## config.mk

```make
export PLATFORM = sky130hd
export DESIGN_NAME = branch_resolve_stage_flat
export DESIGN_NICKNAME = d
export VERILOG_FILES = /design/src/rtl/branch_resolve_stage_if.sv /design/src/rtl/branch_resolve_stage.sv /design/src/flat_wrapper.sv
export SDC_FILE = /design/constraint.sdc
export NUM_CORES = 1
export LEC_CHECK = 0
export BUFFER_PORTS_ARGS = -buffer_cell sky130_fd_sc_hd__buf_2
export CAP_MARGIN = 40
export CORE_AREA = 2 2 180 182
export CTS_CLUSTER_SIZE = 16
export DETAILED_ROUTE_END_ITERATION = 7
export DIE_AREA = 0 0 182 184
export MAX_ROUTING_LAYER = met4
export PLACE_DENSITY = 0.63
export SYNTH_ARGS = -nofsm -noshare
export SYNTH_HDL_FRONTEND = slang
export SYNTH_SLANG_ARGS = --single-unit
```

## constraint.sdc

```tcl
create_clock -name clk -period 2.6 [get_ports clk]
set_input_delay 0 -clock clk [delete_from_list [all_inputs] [get_ports clk]]
set_output_delay 0 -clock clk [all_outputs]
set_load 0.005 [all_outputs]
```

## src/rtl/branch_resolve_stage_if.sv

```systemverilog
// Execute-stage branch resolver bundle: upstream beat, EX/MEM slot, front-end redirect/flush.
// The slave modport is the resolver; master is whatever drives it (decode side plus downstream).
interface branch_resolve_stage_if #(
    parameter int XLEN = 64
);
    logic            in_valid;
    logic            in_ready;
    logic            in_is_branch;
    logic [2:0]      in_funct3;
    logic [XLEN-1:0] in_pc;
    logic [XLEN-1:0] in_imm;
    logic [XLEN-1:0] in_rs1;
    logic [XLEN-1:0] in_rs2;
    logic            in_lt;

    logic            out_valid;
    logic            out_ready;
    logic [XLEN-1:0] out_pc;
    logic            out_taken;
    logic [XLEN-1:0] out_target;

    logic            redirect_valid;
    logic [XLEN-1:0] redirect_pc;
    logic            flush;
    logic            misalign_exc;
    logic            unsupported;

    modport master (
        output in_valid, in_is_branch, in_funct3, in_pc, in_imm, in_rs1, in_rs2, in_lt,
        output out_ready,
        input  in_ready,
        input  out_valid, out_pc, out_taken, out_target,
        input  redirect_valid, redirect_pc, flush, misalign_exc, unsupported
    );

    modport slave (
        input  in_valid, in_is_branch, in_funct3, in_pc, in_imm, in_rs1, in_rs2, in_lt,
        input  out_ready,
        output in_ready,
        output out_valid, out_pc, out_taken, out_target,
        output redirect_valid, redirect_pc, flush, misalign_exc, unsupported
    );
endinterface

```

## src/rtl/branch_resolve_stage.sv

```systemverilog
// Resolves BEQ/BNE/BLT/BGE, redirects fetch and squashes wrong-path beats for FLUSH_CYCLES cycles.
// Latency 1 cycle accept->slot/redirect; slot stalls via in_ready = !out_valid | out_ready.
module branch_resolve_stage #(
    parameter int XLEN         = 64,
    parameter int FLUSH_CYCLES = 2
) (
    input  logic                  clk,
    input  logic                  rst_n,
    branch_resolve_stage_if.slave bus
);
    typedef enum logic {
        IDLE  = 1'b0,
        FLUSH = 1'b1
    } state_t;

    localparam logic [3:0] FLUSH_INIT = 4'(FLUSH_CYCLES);
    localparam logic [2:0] F3_BEQ     = 3'b000;
    localparam logic [2:0] F3_BNE     = 3'b001;
    localparam logic [2:0] F3_BLT     = 3'b100;
    localparam logic [2:0] F3_BGE     = 3'b101;

    state_t          state_q, state_d;
    logic [3:0]      cnt_q, cnt_d;
    logic            out_valid_q, out_valid_d;
    logic [XLEN-1:0] out_pc_q, out_pc_d;
    logic            out_taken_q, out_taken_d;
    logic [XLEN-1:0] out_target_q, out_target_d;
    logic            redirect_valid_q, redirect_valid_d;
    logic [XLEN-1:0] redirect_pc_q, redirect_pc_d;
    logic            misalign_q, misalign_d;
    logic            unsupported_q, unsupported_d;

    logic            accept;
    logic            live;
    logic            eq;
    logic            supported;
    logic            cond;
    logic            raw_taken;
    logic            misaligned;
    logic            taken;
    logic [XLEN-1:0] target;

    assign bus.in_ready = !out_valid_q || bus.out_ready;
    assign accept       = bus.in_valid && bus.in_ready;
    // Beats accepted during FLUSH are wrong-path: consumed but otherwise ignored.
    assign live         = accept && (state_q == IDLE);

    always_comb begin
        eq        = (bus.in_rs1 == bus.in_rs2);
        supported = 1'b1;
        cond      = 1'b0;
        case (bus.in_funct3)
            F3_BEQ:  cond = eq;
            F3_BNE:  cond = !eq;
            F3_BLT:  cond = bus.in_lt;
            F3_BGE:  cond = !bus.in_lt;
            default: supported = 1'b0;
        endcase
        target     = bus.in_pc + bus.in_imm;
        raw_taken  = bus.in_is_branch && supported && cond;
        misaligned = raw_taken && (target[1:0] != 2'b00);
        taken      = raw_taken && !misaligned;
    end

    always_comb begin
        state_d          = state_q;
        cnt_d            = cnt_q;
        out_valid_d      = out_valid_q;
        out_pc_d         = out_pc_q;
        out_taken_d      = out_taken_q;
        out_target_d     = out_target_q;
        redirect_valid_d = 1'b0;
        redirect_pc_d    = redirect_pc_q;
        misalign_d       = 1'b0;
        unsupported_d    = 1'b0;

        if (live) begin
            out_valid_d   = 1'b1;
            out_pc_d      = bus.in_pc;
            out_taken_d   = taken;
            out_target_d  = target;
            misalign_d    = misaligned;
            unsupported_d = bus.in_is_branch && !supported;
        end else if (bus.out_ready) begin
            out_valid_d = 1'b0;
        end

        case (state_q)
            IDLE: begin
                if (live && taken) begin
                    redirect_valid_d = 1'b1;
                    redirect_pc_d    = target;
                    state_d          = FLUSH;
                    cnt_d            = FLUSH_INIT;
                end
            end
            FLUSH: begin
                // Counts down regardless of stalls so the squash window is fixed length.
                cnt_d = cnt_q - 4'd1;
                if (cnt_q <= 4'd1) begin
                    state_d = IDLE;
                    cnt_d   = 4'd0;
                end
            end
            default: begin
                state_d = IDLE;
                cnt_d   = 4'd0;
            end
        endcase
    end

    always_ff @(posedge clk) begin
        if (!rst_n) begin
            state_q          <= IDLE;
            cnt_q            <= 4'd0;
            out_valid_q      <= 1'b0;
            out_pc_q         <= '0;
            out_taken_q      <= 1'b0;
            out_target_q     <= '0;
            redirect_valid_q <= 1'b0;
            redirect_pc_q    <= '0;
            misalign_q       <= 1'b0;
            unsupported_q    <= 1'b0;
        end else begin
            state_q          <= state_d;
            cnt_q            <= cnt_d;
            out_valid_q      <= out_valid_d;
            out_pc_q         <= out_pc_d;
            out_taken_q      <= out_taken_d;
            out_target_q     <= out_target_d;
            redirect_valid_q <= redirect_valid_d;
            redirect_pc_q    <= redirect_pc_d;
            misalign_q       <= misalign_d;
            unsupported_q    <= unsupported_d;
        end
    end

    assign bus.out_valid      = out_valid_q;
    assign bus.out_pc         = out_pc_q;
    assign bus.out_taken      = out_taken_q;
    assign bus.out_target     = out_target_q;
    assign bus.redirect_valid = redirect_valid_q;
    assign bus.redirect_pc    = redirect_pc_q;
    assign bus.flush          = (state_q == FLUSH);
    assign bus.misalign_exc   = misalign_q;
    assign bus.unsupported    = unsupported_q;
endmodule
```

## src/flat_wrapper.sv

```systemverilog
// flat-port wrapper written by rule: the top's interface ports become plain ports
module branch_resolve_stage_flat 
#(
    parameter int XLEN         = 64,
    parameter int FLUSH_CYCLES = 2
)
  (clk, rst_n, bus_in_valid, bus_in_is_branch, bus_in_funct3, bus_in_pc, bus_in_imm, bus_in_rs1, bus_in_rs2, bus_in_lt, bus_out_ready, bus_in_ready, bus_out_valid, bus_out_pc, bus_out_taken, bus_out_target, bus_redirect_valid, bus_redirect_pc, bus_flush, bus_misalign_exc, bus_unsupported);
  branch_resolve_stage_if #(.XLEN(XLEN)) bus_i ();
  input  logic clk;
  input  logic rst_n;
  input wire logic [$bits(bus_i.in_valid)-1:0] bus_in_valid;
  input wire logic [$bits(bus_i.in_is_branch)-1:0] bus_in_is_branch;
  input wire logic [$bits(bus_i.in_funct3)-1:0] bus_in_funct3;
  input wire logic [$bits(bus_i.in_pc)-1:0] bus_in_pc;
  input wire logic [$bits(bus_i.in_imm)-1:0] bus_in_imm;
  input wire logic [$bits(bus_i.in_rs1)-1:0] bus_in_rs1;
  input wire logic [$bits(bus_i.in_rs2)-1:0] bus_in_rs2;
  input wire logic [$bits(bus_i.in_lt)-1:0] bus_in_lt;
  input wire logic [$bits(bus_i.out_ready)-1:0] bus_out_ready;
  output wire logic [$bits(bus_i.in_ready)-1:0] bus_in_ready;
  output wire logic [$bits(bus_i.out_valid)-1:0] bus_out_valid;
  output wire logic [$bits(bus_i.out_pc)-1:0] bus_out_pc;
  output wire logic [$bits(bus_i.out_taken)-1:0] bus_out_taken;
  output wire logic [$bits(bus_i.out_target)-1:0] bus_out_target;
  output wire logic [$bits(bus_i.redirect_valid)-1:0] bus_redirect_valid;
  output wire logic [$bits(bus_i.redirect_pc)-1:0] bus_redirect_pc;
  output wire logic [$bits(bus_i.flush)-1:0] bus_flush;
  output wire logic [$bits(bus_i.misalign_exc)-1:0] bus_misalign_exc;
  output wire logic [$bits(bus_i.unsupported)-1:0] bus_unsupported;
  assign bus_i.in_valid = bus_in_valid;
  assign bus_i.in_is_branch = bus_in_is_branch;
  assign bus_i.in_funct3 = bus_in_funct3;
  assign bus_i.in_pc = bus_in_pc;
  assign bus_i.in_imm = bus_in_imm;
  assign bus_i.in_rs1 = bus_in_rs1;
  assign bus_i.in_rs2 = bus_in_rs2;
  assign bus_i.in_lt = bus_in_lt;
  assign bus_i.out_ready = bus_out_ready;
  assign bus_in_ready = bus_i.in_ready;
  assign bus_out_valid = bus_i.out_valid;
  assign bus_out_pc = bus_i.out_pc;
  assign bus_out_taken = bus_i.out_taken;
  assign bus_out_target = bus_i.out_target;
  assign bus_redirect_valid = bus_i.redirect_valid;
  assign bus_redirect_pc = bus_i.redirect_pc;
  assign bus_flush = bus_i.flush;
  assign bus_misalign_exc = bus_i.misalign_exc;
  assign bus_unsupported = bus_i.unsupported;
  branch_resolve_stage #(.XLEN(XLEN), .FLUSH_CYCLES(FLUSH_CYCLES)) u_core (.clk(clk), .rst_n(rst_n), .bus(bus_i));
endmodule
```

# Word-level counts from Yosys, hierarchy flattened
# Index checks and enable logic that the tools add are counted.
# word_totals
ff_bits	202
input_bits	265
output_inout_bits	199
elab_cells	51
# classes
addsub	2
magnitude_cmp	1
eq_ne	5
n_mux	10
bitwise	2
n_reduce_logical	21
# ops
operator	n
$add 64x64->64	1
$eq 64x64->1	1
$logic_and 1x1->1	8
$mux 4	2
$pmux 4 s2	1
$eq 3x3->1 const B	2
$logic_not 1->1	5
$mux 1	5
$le 4x1->1 const B	1
$pmux 1 s4	1
$reduce_and 2->1	2
$reduce_bool 2->1	2
$reduce_or 4->1	1
$sub 4x1->4 const B	1
$eq 3x1->1 const B	1
$logic_not 3->1	1
$ne 2x2->1 const B	1
$not 1->1	2
$pmux 1 s2	1
$reduce_or 2->1	1
$logic_or 1x1->1	1

# Logic depth before layout (Yosys ltp)
# depth
word_depth	11
mapped_depth	12
mapped_depth_nobuf	12

# Least setup slack after synthesis
# Ideal clock, no wire load.
# synth_path
path_kind	input port to flip-flop
startpoint	input port bus_in_imm[0]
endpoint	register u_core.redirect_pc_q[56], in the netlist u_core.bus.redirect_pc[56]
setup_ns	0.095
arrival_time_ns	2.680
required_ns	2.505
setup_slack_ns	-0.176
cell_stages	12
path_buffers	0
path_cell_list	ha_1 > fa_1 > a21o_1 > and3_4 > o22ai_4 > o21ai_2 > a211o_4 > a221oi_4 > o31ai_2 > a31o_4 > a211o_1 > o311ai_1
# synth_between
elab_chain_cells	7
# synth_rtl
item	line	rtl
start, declared	flat_wrapper.sv:15	input wire logic [$bits(bus_i.in_imm)-1:0] bus_in_imm;
$add 64x64->64 *	branch_resolve_stage.sv:59	target = bus.in_pc + bus.in_imm;
$reduce_bool 2->1	branch_resolve_stage.sv:61	misaligned = raw_taken && (target[1:0] != 2'b00);
$logic_and 1x1->1	branch_resolve_stage.sv:61	
$logic_not 1->1	branch_resolve_stage.sv:62	taken = raw_taken && !misaligned;
$logic_and 1x1->1	branch_resolve_stage.sv:62	
$logic_and 1x1->1	branch_resolve_stage.sv:90	if (live && taken) begin
$reduce_and 2->1 (no line)	--	
end signal, assigned	branch_resolve_stage.sv:132	redirect_pc_q <= redirect_pc_d;
end, declared	branch_resolve_stage.sv:29	logic [XLEN-1:0] redirect_pc_q, redirect_pc_d;
# Mark *: on every way between the ends. The rest lies on a longest branch, timed or not.
# A chain may end at the register's enable or synchronous reset.

# Worst setup path after layout
# layout_path
startpoint	input port bus_in_pc[32]
endpoint	register u_core.redirect_pc_q[56], in the netlist u_core.bus.redirect_pc[56]
# layout_between
elab_chain_cells	1
# layout_rtl
item	line	rtl
start, declared	flat_wrapper.sv:14	input wire logic [$bits(bus_i.in_pc)-1:0] bus_in_pc;
$add 64x64->64	branch_resolve_stage.sv:59	
# Every way passes these cells.

==> results.py <==
metrics = {
    "outcome": {
        "status": "finished clean",
    },
    "clock_network": {
        "cts-root-buf": "clkbuf_16",
        "clk_latency_ns": 0.52,
        "cts_buffers": 24,
        "clock-sinks": 202,
        "clk_pin_slew_ns": 0.06,
        "cts_tree": "yes",
        "max-clock-path-buffers": 3,
        "postCtsSetupRepairBufs": 0,
        "htreeDepth": 1,
    },
    "critical_path": {
        "r2r-start": "u_core.bus.flush",
        "crit_buf_inv": 2,
        "cp-end-kind": "register",
        "cpLargestDelayFamily": "compound AO/OA/AOI/OAI gates",
        "reg2reg_slack_ns": 0.20,
        "crit_path_max_incr_delay_ns": 0.53,
        "slowest_stage": "dlygate4sd3_1",
        "worst-setup-path-type": "input port to register",
        "reg2reg_to": "u_core.bus.misalign_exc",
        "critPathLaunchType": "input port",
        "crit_top_cell": "a21o_1",
        "crit_path_max_fanout": 5,
        "crit_chain": "dlygate4sd3_1 -> buf_2 -> ha_1 -> a21o_1 -> a21o_1 -> a21o_1 -> a21oi_1 -> o21ai_0 -> a311oi_2 -> o31ai_4 -> a31o_4 -> a211o_1 -> o311ai_1",
        "reg2reg_depth": 6,
        "cp.required_ns": 3.03,
        "critPathArrivalTime_ns": 2.96,
    },
    "synth": {
        "netlist_area_sq_mm": 0.0117,
        "async_flop_share_pct": 0,
        "ys_ff_latch": 202,
        "synthesis.instances": 1492,
        "avgSynthCellArea_sq_um": 7.86,
        "synthesis.nets": 1823,
        "seq_area_frac_synth_pct": 34.5,
        "synth_edf_count": 0,
        "yosys.cell_types.count": 75,
        "ys_warn_count": 0,
        "synth_ff_type": "dfxtp_1",
    },
    "power_and_ir_drop": {
        "pwr_density_cell_mw_per_mm2": 566,
        "ir_worst_vdd_v": 0.000439,
        "pwr-share-clk_pct": 38.7,
        "comb_power_share_pct": 26.7,
        "p_leak_nw": 8.25,
        "power.internal_mw": 6.86,
        "pwr-share-seq_pct": 34.6,
        "p_sw_mw": 2.89,
        "power_switching_share_pct": 29.6,
    },
    "global_route": {
        "grt_util_all_layers_pct": 27.2,
        "overflow": 0,
        "first_global_vias": 13100,
        "grt_pass1_wl_um": 70700,
        "antenna_found_initial": 2,
        "grt_max_degree": 135,
    },
    "timing": {
        "rsz0062_at_grt": "false",
        "slew_headroom_pct": 46.2,
        "drv_slew": 0,
        "finalSetupTns_ns": 0,
        "worst_slew_pin_slew_ns": 0.806,
        "finalCritPeriodShare_pct": 97.4,
        "setup_viol": 0,
        "fmax_mhz": 395,
        "setup_slack_ns": 0.0680,
        "hold_viol_final": 0,
        "final.setup_skew_ns": 0.00909,
        "min_period_ns": 2.53,
    },
    "placement": {
        "hpwlAfterDp_um": 35400,
        "numPortBuffers": 463,
        "gp_congestion": 1.19,
        "place_ws_ns": -0.233,
        "place_inst": 2422,
    },
    "layout": {
        "nNetsFinal": 2450,
        "layout-drive-gt1-share_pct": 33.2,
        "final_cells": 2541,
        "seqCellArea_sq_mm": 0.00404,
        "areaGrowthSynthToFinish_pct": 46.9,
        "multi_input_comb_area_sq_mm": 0.00745,
        "n_fill_cell": 2972,
    },
    "routing": {
        "dr_total_vias": 13400,
        "first_pass_iters": 5,
        "drc": 0,
        "drt_iter0_drc": 743,
        "routedWlPerCell_um": 18.1,
        "viasPerCell": 5.27,
        "antenna_left": 0,
        "wirelength_um": 46000,
    },
    "floorplanning": {
        "pin_count": 464,
        "row_count": 65,
        "die_w_um": 182,
        "die_area_sq_mm": 0.0335,
        "die-height_um": 184,
        "start_util_pct": 37.4,
        "core_area_sq_mm": 0.0314,
    },
    "worst_hold_path": {
        "worstHoldStart": "bus_in_pc[10]",
        "hold_path_class": "input port to register",
        "holdPathEnd": "u_core.bus.out_target[10]",
        "hold_path_depth": 5,
    },
    "flow_run": {
        "maxCapViolations": 0,
    },
}
==> power by group through the flow <==
stage / Sequential (mW) / Clock (mW) / Combinational (mW)
6_report: 3.37 / 3.77 / 2.61
2_1_floorplan: 3.45 / 0 / 1.31
3_3_place_gp: 3.43 / 0 / 2.41
4_1_cts: 3.37 / 3.84 / 2.54
3_5_place_dp: 3.43 / 0 / 2.44
5_1_grt: 3.39 / 3.96 / 2.85
==> timing repair <==
action	in CTS	in global routing
hold buffers	73	0
endpoints found under the hold margin	69	0
endpoints found under the setup margin	0	41
gates resized for setup	0	32
==> cells in the final DEF, fill, tap and decap left out, types with 41 or more instances in the layout <==
| master | n |
|---|---|
| nand4_1 | 44 |
| xnor2_1 | 90 |
| nand2_1 | 288 |
| nand3_1 | 48 |
| mux2i_1 | 41 |
| o21ai_0 | 42 |
| buf_2 | 463 |
| ha_1 | 62 |
| nor2_1 | 79 |
| a21oi_1 | 185 |
| dfxtp_1 | 202 |
| dlygate4sd3_1 | 73 |
| buf_4 | 148 |
==> sequential cells by signal, indices dropped and copies added, names as in the netlist, 4 cells and up <==
| register | flops |
|---|---|
| u_core.bus.redirect_pc | 64 |
| u_core.bus.out_target | 64 |
| u_core.cnt_q | 4 |
| u_core.bus.out_pc | 64 |
==> kinds of logic after synthesis <==
logic type	synth area share, %
buffers and inverters	3.70
muxes	3.59
xor gates and xnor gates	8.36
AOI/OAI and AO/OA	21.5
DFF	34.5
and+or+nand+nor	21.2
adders and majority gates	7.10
==> synthesized netlist by cell type (5+ instances only) <==
master | number | area (sq um)
o21bai_1 | 12 | 90.1
a31oi_1 | 16 | 100
xnor2_1 | 91 | 797
nand3_1 | 49 | 245
inv_1 | 25 | 93.8
nand4_1 | 44 | 275
o21ai_1 | 12 | 60.1
dfxtp_1 | 202 | 4040
and2_1 | 7 | 43.8
nor2b_1 | 5 | 31.3
and3_1 | 12 | 75.1
a211oi_1 | 12 | 90.1
nor2_1 | 79 | 297
o21ai_0 | 43 | 215
nor4_1 | 8 | 50.1
o311ai_1 | 5 | 43.8
nand2b_1 | 14 | 87.6
or3_1 | 10 | 62.6
xor2_1 | 21 | 184
ha_1 | 65 | 813
o21a_1 | 8 | 60.1
buf_2 | 5 | 25.0
a21o_1 | 36 | 270
mux2i_1 | 41 | 410
nand2_1 | 289 | 1080
a21oi_1 | 189 | 946
nor3_1 | 24 | 120
o211ai_1 | 12 | 90.1
clkbuf_1 | 78 | 293
buf_1 | 5 | 18.8
==> worst register-to-register path: stages, from the launching register on <==
cell,delay (ns)
dfxtp_1,0.41
nand2b_1,0.25
nor2b_4,0.18
buf_16,0.45
nand2_1,0.32
nor3_1,0.18
dlygate4sd3_1,0.56
==> final cells by class <==
class                   instances  share of cell area (%)
well taps                     402                    2.92
clock inverters                 9                    1.01
clock buffers                  35                    4.14
diodes                          2                  0.0290
inverters                      26                   0.595
repair buffers                689                    24.6
multi-input cells            1176                    43.2
flip-flops and latches        202                    23.5
==> stage by stage <==
stage                     area, sq um  total power [mW]  utilization [%]  hold slack, ns
after global placement          15400              5.84             49.2           0.255
after global routing            17200              10.2             54.9          0.0521
after CTS                       17100              9.75             54.4         0.00721
after floorplan                 11800              4.75                -           0.136
final                           17200              9.75             54.9          0.0237
after detailed placement        15400              5.87             49.2           0.264
==> per-layer routing <==
layer	global-route usage [%]	wire length, um
met5	-	0
met4	9.29	1630
met3	6.22	3260
met2	43.3	21000
met1	34.1	20100
==> how the worst max path moves through the flow <==
stage	start	to	slack, ns	cells past startpoint
floorplan	bus_in_imm[0]	u_core.bus.redirect_pc[56]	0.04	12
global placement	bus_in_imm[1]	u_core.bus.redirect_pc[45]	-0.23	12
detailed placement	bus_in_pc[0]	u_core.bus.redirect_pc[56]	-0.23	14
CTS	bus_in_pc[19]	u_core.bus.redirect_pc[58]	0.03	15
global route	bus_in_pc[32]	u_core.bus.out_target[57]	0.01	13
finish	bus_in_pc[32]	u_core.bus.redirect_pc[56]	0.07	13
Note: power is estimated with default switching activity, not from simulation.
